File: src/rtl/pmem_burst_adaptor.sv
// Converts 128-bit cache line requests into 4-beat x 32-bit memory bursts.
// Optional PMEM_ADAPTOR_RESP_BYPASS_EN: pmem_resp on the last beat, no RESP state.
module pmem_burst_adaptor (
    input  logic         clk,
    input  logic         rst,
    input  logic         pmem_read,
    input  logic         pmem_write,
    input  logic [15:0]  pmem_address,
    input  logic [127:0] pmem_wdata,
    output logic [127:0] pmem_rdata,
    output logic         pmem_resp,
    output logic         mem_burst_read,
    output logic         mem_burst_write,
    output logic [15:0]  mem_burst_address,
    output logic [31:0]  mem_burst_wdata,
    input  logic [31:0]  mem_burst_rdata,
    input  logic         mem_burst_rvalid,
    input  logic         mem_burst_wready
);

    typedef enum logic [1:0] {
        IDLE        = 2'd0,
        READ_BURST  = 2'd1,
        WRITE_BURST = 2'd2,
        RESP        = 2'd3
    } state_t;

    state_t        state_reg, state_next;
    logic [1:0]    cnt_reg, cnt_next;
    logic [15:0]   addr_reg;
    logic [127:0]  wdata_reg;

    logic accept;
    logic accept_wr;
    logic rd_beat;
    logic wr_beat;
    logic last_beat;
    logic last_beat_rd;

    assign accept       = (state_reg == IDLE) && (pmem_write || pmem_read);
    assign accept_wr    = (state_reg == IDLE) && pmem_write;
    // Handshakes only count inside the matching burst state.
    assign rd_beat      = (state_reg == READ_BURST) && mem_burst_rvalid;
    assign wr_beat      = (state_reg == WRITE_BURST) && mem_burst_wready;
    assign last_beat    = (rd_beat || wr_beat) && (cnt_reg == 2'd3);
    assign last_beat_rd = rd_beat && (cnt_reg == 2'd3);

    always_ff @(posedge clk) begin
        if (rst) begin
            state_reg <= IDLE;
            cnt_reg   <= '0;
            addr_reg  <= '0;
            wdata_reg <= '0;
        end else begin
            state_reg <= state_next;
            cnt_reg   <= cnt_next;
            if (accept) begin
                addr_reg <= pmem_address & 16'hFFF0;
            end
            if (accept_wr) begin
                wdata_reg <= pmem_wdata;
            end
        end
    end

    always_comb begin
        state_next = state_reg;
        cnt_next   = cnt_reg;
        case (state_reg)
            IDLE: begin
                cnt_next = 2'd0;
                if (pmem_write) begin
                    state_next = WRITE_BURST;
                end else if (pmem_read) begin
                    state_next = READ_BURST;
                end
            end
            READ_BURST, WRITE_BURST: begin
                if (rd_beat || wr_beat) begin
                    cnt_next = cnt_reg + 2'd1;
                    if (last_beat) begin
`ifdef PMEM_ADAPTOR_RESP_BYPASS_EN
                        state_next = IDLE;
`else
                        state_next = RESP;
`endif
                    end
                end
            end
            RESP: begin
                state_next = IDLE;
            end
            default: begin
                state_next = IDLE;
            end
        endcase
    end

    assign mem_burst_read    = (state_reg == READ_BURST);
    assign mem_burst_write   = (state_reg == WRITE_BURST);
    assign mem_burst_address = addr_reg;
    assign mem_burst_wdata   = wdata_reg[{cnt_reg, 5'b00000} +: 32];

`ifdef PMEM_ADAPTOR_RESP_BYPASS_EN
    assign pmem_resp = last_beat;
`else
    assign pmem_resp = (state_reg == RESP);
`endif

    // One register per line word; only reads write them, so the line survives writebacks.
    genvar gi;
    generate
        for (gi = 0; gi < 4; gi++) begin : g_line
            localparam logic [1:0] WORD_IDX = 2'(gi);
            logic [31:0] word_reg;

            always_ff @(posedge clk) begin
                if (rst) begin
                    word_reg <= '0;
                end else if (rd_beat && (cnt_reg == WORD_IDX)) begin
                    word_reg <= mem_burst_rdata;
                end
            end

`ifdef PMEM_ADAPTOR_RESP_BYPASS_EN
            if (gi == 3) begin : g_bypass
                assign pmem_rdata[32*gi +: 32] = last_beat_rd ? mem_burst_rdata : word_reg;
            end else begin : g_plain
                assign pmem_rdata[32*gi +: 32] = word_reg;
            end
`else
            assign pmem_rdata[32*gi +: 32] = word_reg;
`endif
        end
    endgenerate

`ifndef PMEM_ADAPTOR_RESP_BYPASS_EN
    logic unused_last_beat_rd;
    assign unused_last_beat_rd = last_beat_rd;
`endif

endmodule

File: config.mk
export PLATFORM = sky130hd
export DESIGN_NAME = pmem_burst_adaptor
export DESIGN_NICKNAME = d
export VERILOG_FILES = /design/src/rtl/pmem_burst_adaptor.sv
export SDC_FILE = /design/constraint.sdc
export NUM_CORES = 1
export LEC_CHECK = 0
export BUFFER_PORTS_ARGS = -buffer_cell sky130_fd_sc_hd__buf_2
export CAP_MARGIN = 20
export CORE_MARGIN = 2
export CORE_UTILIZATION = 50
export CTS_BUF_LIST = sky130_fd_sc_hd__clkbuf_16
export DETAILED_ROUTE_END_ITERATION = 12
export PLACE_DENSITY = 0.8
export SYNTH_ARGS = -nofsm -noshare
export SYNTH_HDL_FRONTEND = slang
export SYNTH_SLANG_ARGS = --single-unit
File: constraint.sdc
create_clock -name clk -period 2.41 [get_ports clk]
set_input_delay 0.241 -clock clk [delete_from_list [all_inputs] [get_ports clk]]
set_output_delay 0.241 -clock clk [all_outputs]
set_load 0.01 [all_outputs]
; ---- Word-level counts from Yosys, hierarchy flattened
; Index checks and enable logic that the tools add are counted.
[op_classes]
add_sub_neg = 1
n_eq_ne = 9
shifts = 1
muxes = 7
n_reduce_logical = 17
[op_table]
columns = operator, n
row1 = 128-bit by 8-bit variable part select with 32-bit output, 1
row2 = 2-bit 2-to-1 mux, 5
row3 = 1-bit logical AND, 9
row4 = 2-bit == test (second input constant), 4
row5 = 2-bit one-hot mux with 3 select lines, 1
row6 = 2-bit by 1-bit == test with 1-bit output (second input constant), 2
row7 = 2-bit zero test, 2
row8 = 2-bit inequality test (second input constant), 2
row9 = 2-bit one-hot mux with 2 select lines, 1
row10 = 3-bit inequality test (second input constant), 1
row11 = 3-bit AND reduction, 1
row12 = 2-bit by 1-bit adder with 2-bit output (second input constant), 1
row13 = 1-bit logical OR, 2
row14 = 2-bit AND reduction, 1
row15 = 2-bit nonzero test, 1
row16 = 2-bit OR reduction, 1
[word_totals]
register_bits = 272
inputBits = 182
out_inout_bits = 179
wordCells = 43

; ---- Depth between registers and ports, before layout
; Gate-level depths: netlist of run 1.
[depth]
depth_word = 7
ltp_mapped = 9

; ---- Least setup slack after synthesis of run 1
; Ideal clock, no wire load.
[synth_path]
kind = reg2reg
start = reg cnt_reg[1]
end = reg g_line[1].word_reg[11]
setup_time_ns = 0.131
t_arrival_ns = 1.625
setup_slack_ns = 0.654
path_stages_with_launch = 10
path_cell_list = dfxtp_1 > clkbuf_1 > buf_2 > inv_1 > ha_1 > and3_2 > buf_2 > buf_4 > nand2_1 > a21oi_2
[synth_via]
elab_chain_len = 2
[synth_rtl]
columns = element, line
row1 = from (decl), 29  ; logic [1:0] cnt_reg, cnt_next;
row2 = from (signal assigned), 56  ; cnt_reg <= cnt_next;
row3 = 2-bit by 1-bit == test with 1-bit output, 120  ; end else if (rd_beat && (cnt_reg == WORD_IDX)) begin
row4 = 1-bit logical AND, 120
row5 = to (signal assigned), 121  ; word_reg <= mem_burst_rdata;
row6 = to (decl), 115  ; logic [31:0] word_reg;
; Every way passes these cells.
; A chain may end at the register's enable or synchronous reset.

; ---- Final worst setup path of run 1
[layout_path]
start = reg cnt_reg[0]
end = out mem_burst_wdata[23]
[layout_via]
elab_chain_len = 1
[layout_rtl]
columns = element, line
row1 = 128-bit by 8-bit variable part select with 32-bit output, 102  ; assign mem_burst_wdata = wdata_reg[{cnt_reg, 5'b00000} +: 32];
row2 = to (decl), 15  ; output logic [31:0] mem_burst_wdata,
; Every way passes these cells.

==> summary.md, run 1 <==
| Metric | Value |
|---|---|
| Most common cell in the netlist | nand2_1 |
| Final Hold Viols | 0 |
| H-tree Lvls | 1 |
| Die Ht | ~150 microns |
| PortBufs | about 350 |
| Post-synthesis cell area | ~10000 sq um |
| CTS Buf Count | 28 |
| Final min period | approximately 2.2 ns |
| Finished Layout Cells | 2019 |
| Post-CTS Setup Bufs | 0 |
| Pwr per Cell Area | 819 nW/um^2 |
| DRC viols | 0 |
| Routed WL per cell | around 18 microns |
| Syn. warnings | 0 |
| Top Family by Delay on Critical Path | multiplexers |
| Clk Latency, worst-skew pair | 0.54 ns |
| Relative slew slack | about half |
| Fmax | 0.444 GHz |
| Reg clk slew, reported paths | around 0.060 ns |
| Seq/Total Area, Yosys | approximately 52% |
| Clk_skew | between 0.007 and 0.008 ns |
| Maximum vdd drop | around 0.66 mV |
| CP Buf/Inv Count | 2 |
| Clock Path Buffers | 3 |
| Final Setup Violations | 0 |
| Setup CP Type | reg2out |
| Launching element type of the critical path | register |
| Initial DRC count | 605 |
| Pleak | approximately 6.3 nW |
| CP max-delay cell | mux4_2 |
| Synth area leaders | dfxtp_1, nand2_1, a21oi_1 |
| Initial antenna violation count | 6 |
| Worst hold path class | in2reg |
| Vias | ~11000 |
| Largest net degree at the start of global routing | about 100 |
| Row cnt | 52 |
| Number of max-cap violations | 0 |
| Period utilization | 93.4% |
| Global-route wire length before repair | between 50000 and 60000 microns |
| Die area | around 22000 sq um |
| Leading cell types by count after synthesis | nand2_1, dfxtp_1, a21oi_1 |
| Vias/cell | approximately 5.4 |
| Vias in the first global route | around 11000 |
| Final Wtd Congestion | about 0.84 |
| Slew Limit Fails | 0 |
| Share of layout cells above drive strength 1 | between 20% and 30% |
| Crit Path Max Fanout | 32 |
| Async set-reset flop share out of synthesis | 0% |
| TNS Setup | 0 ns |
| Placed insts | 1793 |
| Synth Instances | 1252 |
| Post-synth EDFFs | 0 |
| Total Routing Usage GR | just over 30% |
| Area growth syn-to-layout | 41.7% |
| Worst endpoint required time | 2.17 ns |
| Root Buffer Master | clkbuf_16 |
| Die W | about 150 microns |
| Post-synth top area share | a little over half |
| Grt ovf | 0 |
| Ys flop type | dfxtp_1 |
| Yosys cell types | 29 |
| Avg Inst Size Synth | approximately 8.3 sq um |
| Critical path, cell by cell | buf_12 -> mux4_2 -> buf_2 |
| CTS sink cnt | between 200 and 300 |
| I/O pins | between 300 and 400 |
| DP Wirelength | 19600 microns |
| Synthesis-stage register bit count | 272 |
| Starting density of the core | ~50% |
| Area leader, netlist | dfxtp_1 |
| ANT nets after route | 0 |
| Slew @ Worst Pin | approximately 0.75 ns |
| Outcome | completed |
| Core Box Area | 20400 sq um |
| Drt pass-1 iters | 7 |
| Crit path arrival time | approximately 2 ns |
| Fin nets | around 1900 |
| CTS tree | done |
| WL final | about 35000 microns |
| RSZ-0062 raised after global routing | no |
| CP max stage delay | about 0.6 ns |
| Crit path capture type | primary output |
[stage by stage]
step	utilization (%)	setup WS, ns	power [W]	hold slack (ns)	instance area (sq um)
final	72.6	0.160	0.0121	0.0167	14800
after global routing	72.6	0.0811	0.0126	0.00871	14800
after CTS	72.5	0.155	0.0120	0.000461	14800
after detailed placement	59.9	0.565	0.00768	0.443	12200
after global placement	59.8	0.642	0.00759	0.438	12200
after floorplan	-	0.654	0.00698	0.377	10400
[tightest hold or removal path, stage by stage]
cell and delay (ns):
buf_2 0.10, nand2_1 0.08, a21oi_1 0.07
[logic make-up (layout without fill, tap and decap cells)]
group / count (synthesis) / in the layout / share of synthesized area (%)
adders and majority gates: 8 / 8 / 0.960
other: 1 / 10 / 0.0359
and+or+nand+nor: 555 / 555 / 20.4
muxes: 34 / 34 / 7.12
buffers and inverters: 106 / 594 / 5.75
DFF: 272 / 272 / 52.2
AOI/OAI and AO/OA: 276 / 276 / 13.6
[layout make-up]
type / instances / area, sq um
clock buffers: 29 / 726
inverters: 4 / 15.0
flip-flops and latches: 272 / 5450
diodes: 6 / 15.0
repair buffers: 540 / 3680
fillers: 1387 / 5590
clock inverters: 21 / 145
well taps: 270 / 338
multi-input cells: 877 / 4410
[repair_timing]
item | 4_1_cts | 5_1_grt
hold buffers | 170 | 0
hold endpoints to repair | 264 | 0
gates resized for setup | 0 | 0
[power by group]
part	switching (W)	internal (W)	leakage [nW]	total, W
registers	0.000228	0.00492	2.22	0.00515
logic	0.00166	0.00114	3.62	0.00279
clock network	0.00178	0.00238	0.449	0.00416
[layout by cell type, fill, tap and decap left out, types with 2 or more instances in the layout]
cell type      netlist  routed
clkbuf_16            0      29
nand3_1              4       4
clkinv_1             0       7
conb_1               1       4
o31ai_1              2       2
clkinv_2             0       4
buf_12               0       6
bufinv_16            0       2
mux2_2               2       2
ha_1                 8       8
buf_4               20      12
diode_2              0       6
dlygate4sd3_1        0     170
nand2_1            537     536
dfxtp_1            272     270
a21oi_1            268     268
dfxtp_2              0       2
mux4_2              32      32
inv_1                4      10
nor2_1               4       4
buf_2               28     351
a21oi_2              2       2
and3_2               4       4
[worst paths after layout]
path | start | slack [ns] | cells past startpoint | end
worst max-delay path | cnt_reg[0] | 0.16 | 3 | mem_burst_wdata[23]
worst min-delay path | pmem_wdata[61] | 0.02 | 3 | wdata_reg[61]
worst max register to register | state_reg[1] | 0.49 | 5 | g_line[3].word_reg[2]
worst min register to register | g_line[3].word_reg[11] | 0.45 | 2 | g_line[3].word_reg[11]
[metal layers]
layer | GRT usage [%] | share of wire, % | vias to the layer above
li1 | - | - | 5028
met1 | 33.6 | 36 | 5092
met2 | 54.2 | 51 | 593
met3 | 6.23 | 6.8 | 177
met4 | 20.1 | 6.4 | 0
met5 | 0 | 0 | -
No activity file was read; power rests on OpenSTA's default activity.
==> run 2: changes to the inputs <==
--- a/config.mk
+++ b/config.mk
@@ -6,12 +6,12 @@
 export NUM_CORES = 1
 export LEC_CHECK = 0
 export BUFFER_PORTS_ARGS = -buffer_cell sky130_fd_sc_hd__buf_2
-export CAP_MARGIN = 20
+export CORE_ASPECT_RATIO = 1.75
 export CORE_MARGIN = 2
-export CORE_UTILIZATION = 50
+export CORE_UTILIZATION = 45
 export CTS_BUF_LIST = sky130_fd_sc_hd__clkbuf_16
 export DETAILED_ROUTE_END_ITERATION = 12
-export PLACE_DENSITY = 0.8
+export PLACE_DENSITY = 0.76
 export SYNTH_ARGS = -nofsm -noshare
 export SYNTH_HDL_FRONTEND = slang
 export SYNTH_SLANG_ARGS = --single-unit
==> constraint.sdc (replaced) <==
create_clock -name clk -period 2.06 [get_ports clk]
set_input_delay 0.206 -clock clk [delete_from_list [all_inputs] [get_ports clk]]
set_output_delay 0.206 -clock clk [all_outputs]
set_load 0.01 [all_outputs]
==> summary.md, run 2 (same netlist as run 1, synthesis figures left out) <==
| Metric | Value |
|---|---|
| Fmax | 0.489 GHz |
| Starting density of the core | 45.9% (-5.4 points) |
| Vias in the first global route | 11000 (+1.0%) |
| Final Wtd Congestion | 0.841 (-0.25%) |
| Global-route wire length before repair | 54900 microns (+0.34%) |
| Total power | 0.0141 W (+16%) |
| Core Box Area | 22700 sq um (+12%) |
| TNS Setup | 0 ns (unchanged) |
| Vias/cell | 5.30 (-1.8%) |
| Most frequent cells in the layout | nand2_1, buf_2, dfxtp_1 |
| DP Wirelength | 21200 microns (+8.4%) |
| RSZ-0062 raised after global routing | yes |
| Pleak | 6.35 nW (+0.96%) |
| Vias | 10900 (+0.17%) |
| Initial antenna violation count | 6 (unchanged) |
| H-tree Lvls | 1 (unchanged) |
| Root Buffer Master | clkbuf_16 |
| Row cnt | 73 (+40%) |
| Final Setup Violations | 0 (unchanged) |
| Setup CP Type | reg2out |
| Die W | 119 microns (-20%) |
| Routed WL per cell | 17.4 microns (-0.61%) |
| Slew @ Worst Pin | 0.545 ns (-0.206 ns) |
| Area growth syn-to-layout | 43.7% |
| Crit path capture type | primary output |
| Hold depth | 4 (+1) |
| Grt ovf | 0 (unchanged) |
| Slew Limit Fails | 0 (unchanged) |
| Outcome | completed |
| Clk_skew | 0.0102 ns (+0.00250 ns) |
| Fillers | 1721 (+24%) |
| Register Area | 5450 sq um (about the same) |
| CTS Buf Count | 26 (-7.1%) |
| Clock Path Buffers | 3 (unchanged) |
| Final min period | just over 2 ns |
| DP Area | 12300 sq um (+1.3%) |
| Relative slew slack | 63.7% (+14 points) |
| Pwr per Cell Area | 938 nW/um^2 (+15%) |
| Die Ht | 205 microns (+38%) |
| Final Hold Viols | 0 (unchanged) |
| Total Routing Usage GR | 27.8% (-3.0 points) |
| Largest net degree at the start of global routing | 78 (-23%) |
| Launching element type of the critical path | register |
| Worst hold path class | in2reg |
| ANT nets after route | 0 (unchanged) |
| I/O pins | 361 (unchanged) |
| PortBufs | 352 (unchanged) |
| WL final | 35900 microns (+1.4%) |
| Crit path arrival time | 1.84 ns (-0.17 ns) |
| Reg clk slew, reported paths | 0.07 ns (about the same) |
| Most common cell after layout, fill and taps aside | nand2_1 |
| DRC viols | 0 (unchanged) |
| Reg2Reg Depth | 8 (+3) |
| Die area | 24500 sq um (+11%) |
| Initial DRC count | 754 (+25%) |
| Crit Path Max Fanout | 16 (-50%) |
| Worst endpoint required time | 1.85 ns (-0.32 ns) |
| Period utilization | slightly below 100% |
| Drt pass-1 iters | 5 (-2) |
| CTS tree | done |
| Number of max-cap violations | 0 (unchanged) |
| Clk Latency, worst-skew pair | 0.52 ns (-0.02 ns) |
| Design Area, Final | 15000 sq um (+1.4%) |
| Share of layout cells above drive strength 1 | 26.5% (+0.54 points) |
| Fin nets | 1924 (+0.58%) |
| Area of the multi-input gates | 4410 sq um (unchanged) |
| CTS sink cnt | 272 (unchanged) |
| Maximum vdd drop | 1.06 mV (+60%) |
| R2R Setup Slk | 0.18 ns (-0.31 ns) |
[run 2: changes by cell type in the layout (fill, tap and decap cells not counted), sizes merged]
cell / previous run / this run
clkbuf: 30 / 29
buf: 369 / 379
clkinv: 11 / 15
dlygate4sd3: 170 / 172
diode: 6 / 7
inv: 11 / 7
clkinvlp: 1 / 0
[run 2: through the flow]
| step | instances | worst slack, ns | utilization, % | hold WS [ns] |
|---|---|---|---|---|
| finish | 2060 | 0.0153 | 65.9 | 0.188 |
| global route | 2059 | -0.0466 | 65.9 | 0.220 |
| CTS | 2051 | -0.0108 | 65.5 | 0.177 |
| floorplan | 1255 | 0.304 | - | 0.342 |
| detailed placement | 1832 | 0.304 | 54.3 | 0.443 |
| global placement | 1832 | 0.384 | 54.3 | 0.438 |
[run 2: cell type report]
cell class / count / area share, %
Clock buffer: 27 / 4.51
Tap cell: 300 / 2.50
Timing Repair Buffer: 553 / 26.0
Inverter: 4 / 0.100
Antenna cell: 7 / 0.117
Clock inverter: 20 / 0.993
Sequential cell: 272 / 36.4
Multi-Input combinational cell: 877 / 29.4
[run 2: critical path, cell delays in order, from the launching register on]
cell and delay [ns]:
dfxtp_4 0.40, buf_12 0.19, mux4_2 0.56, buf_6 0.15
[run 2: power breakdown]
group          internal (W)  switching (W)
clock               0.00263        0.00203
sequential          0.00576       0.000271
combinational       0.00140        0.00197
[run 2: repair_timing]
action | in CTS | in global routing
hold buffers | 172 | 0
setup buffers | 0 | 1
endpoints found under the setup margin | 14 | 30
resized for setup | 2 | 7
hold endpoints to repair | 267 | 0
cloned | 0 | 1
[run 2: routing by layer]
metal,wire length [microns],vias up,track usage (%)
li1,-,5053,-
met1,12600,5087,29.0
met2,18600,588,51.0
met3,2320,180,5.04
met4,2420,0,17.4
met5,0,-,0
[run 2: path summary, 6_finish.rpt]
check | start | endpoint
worst min register to register | g_line[1].word_reg[3] | g_line[1].word_reg[3]
worst max-delay path | cnt_reg[0] | mem_burst_wdata[22]
worst max register to register | cnt_reg[0] | g_line[0].word_reg[25]
worst min-delay path | mem_burst_wready | cnt_reg[0]
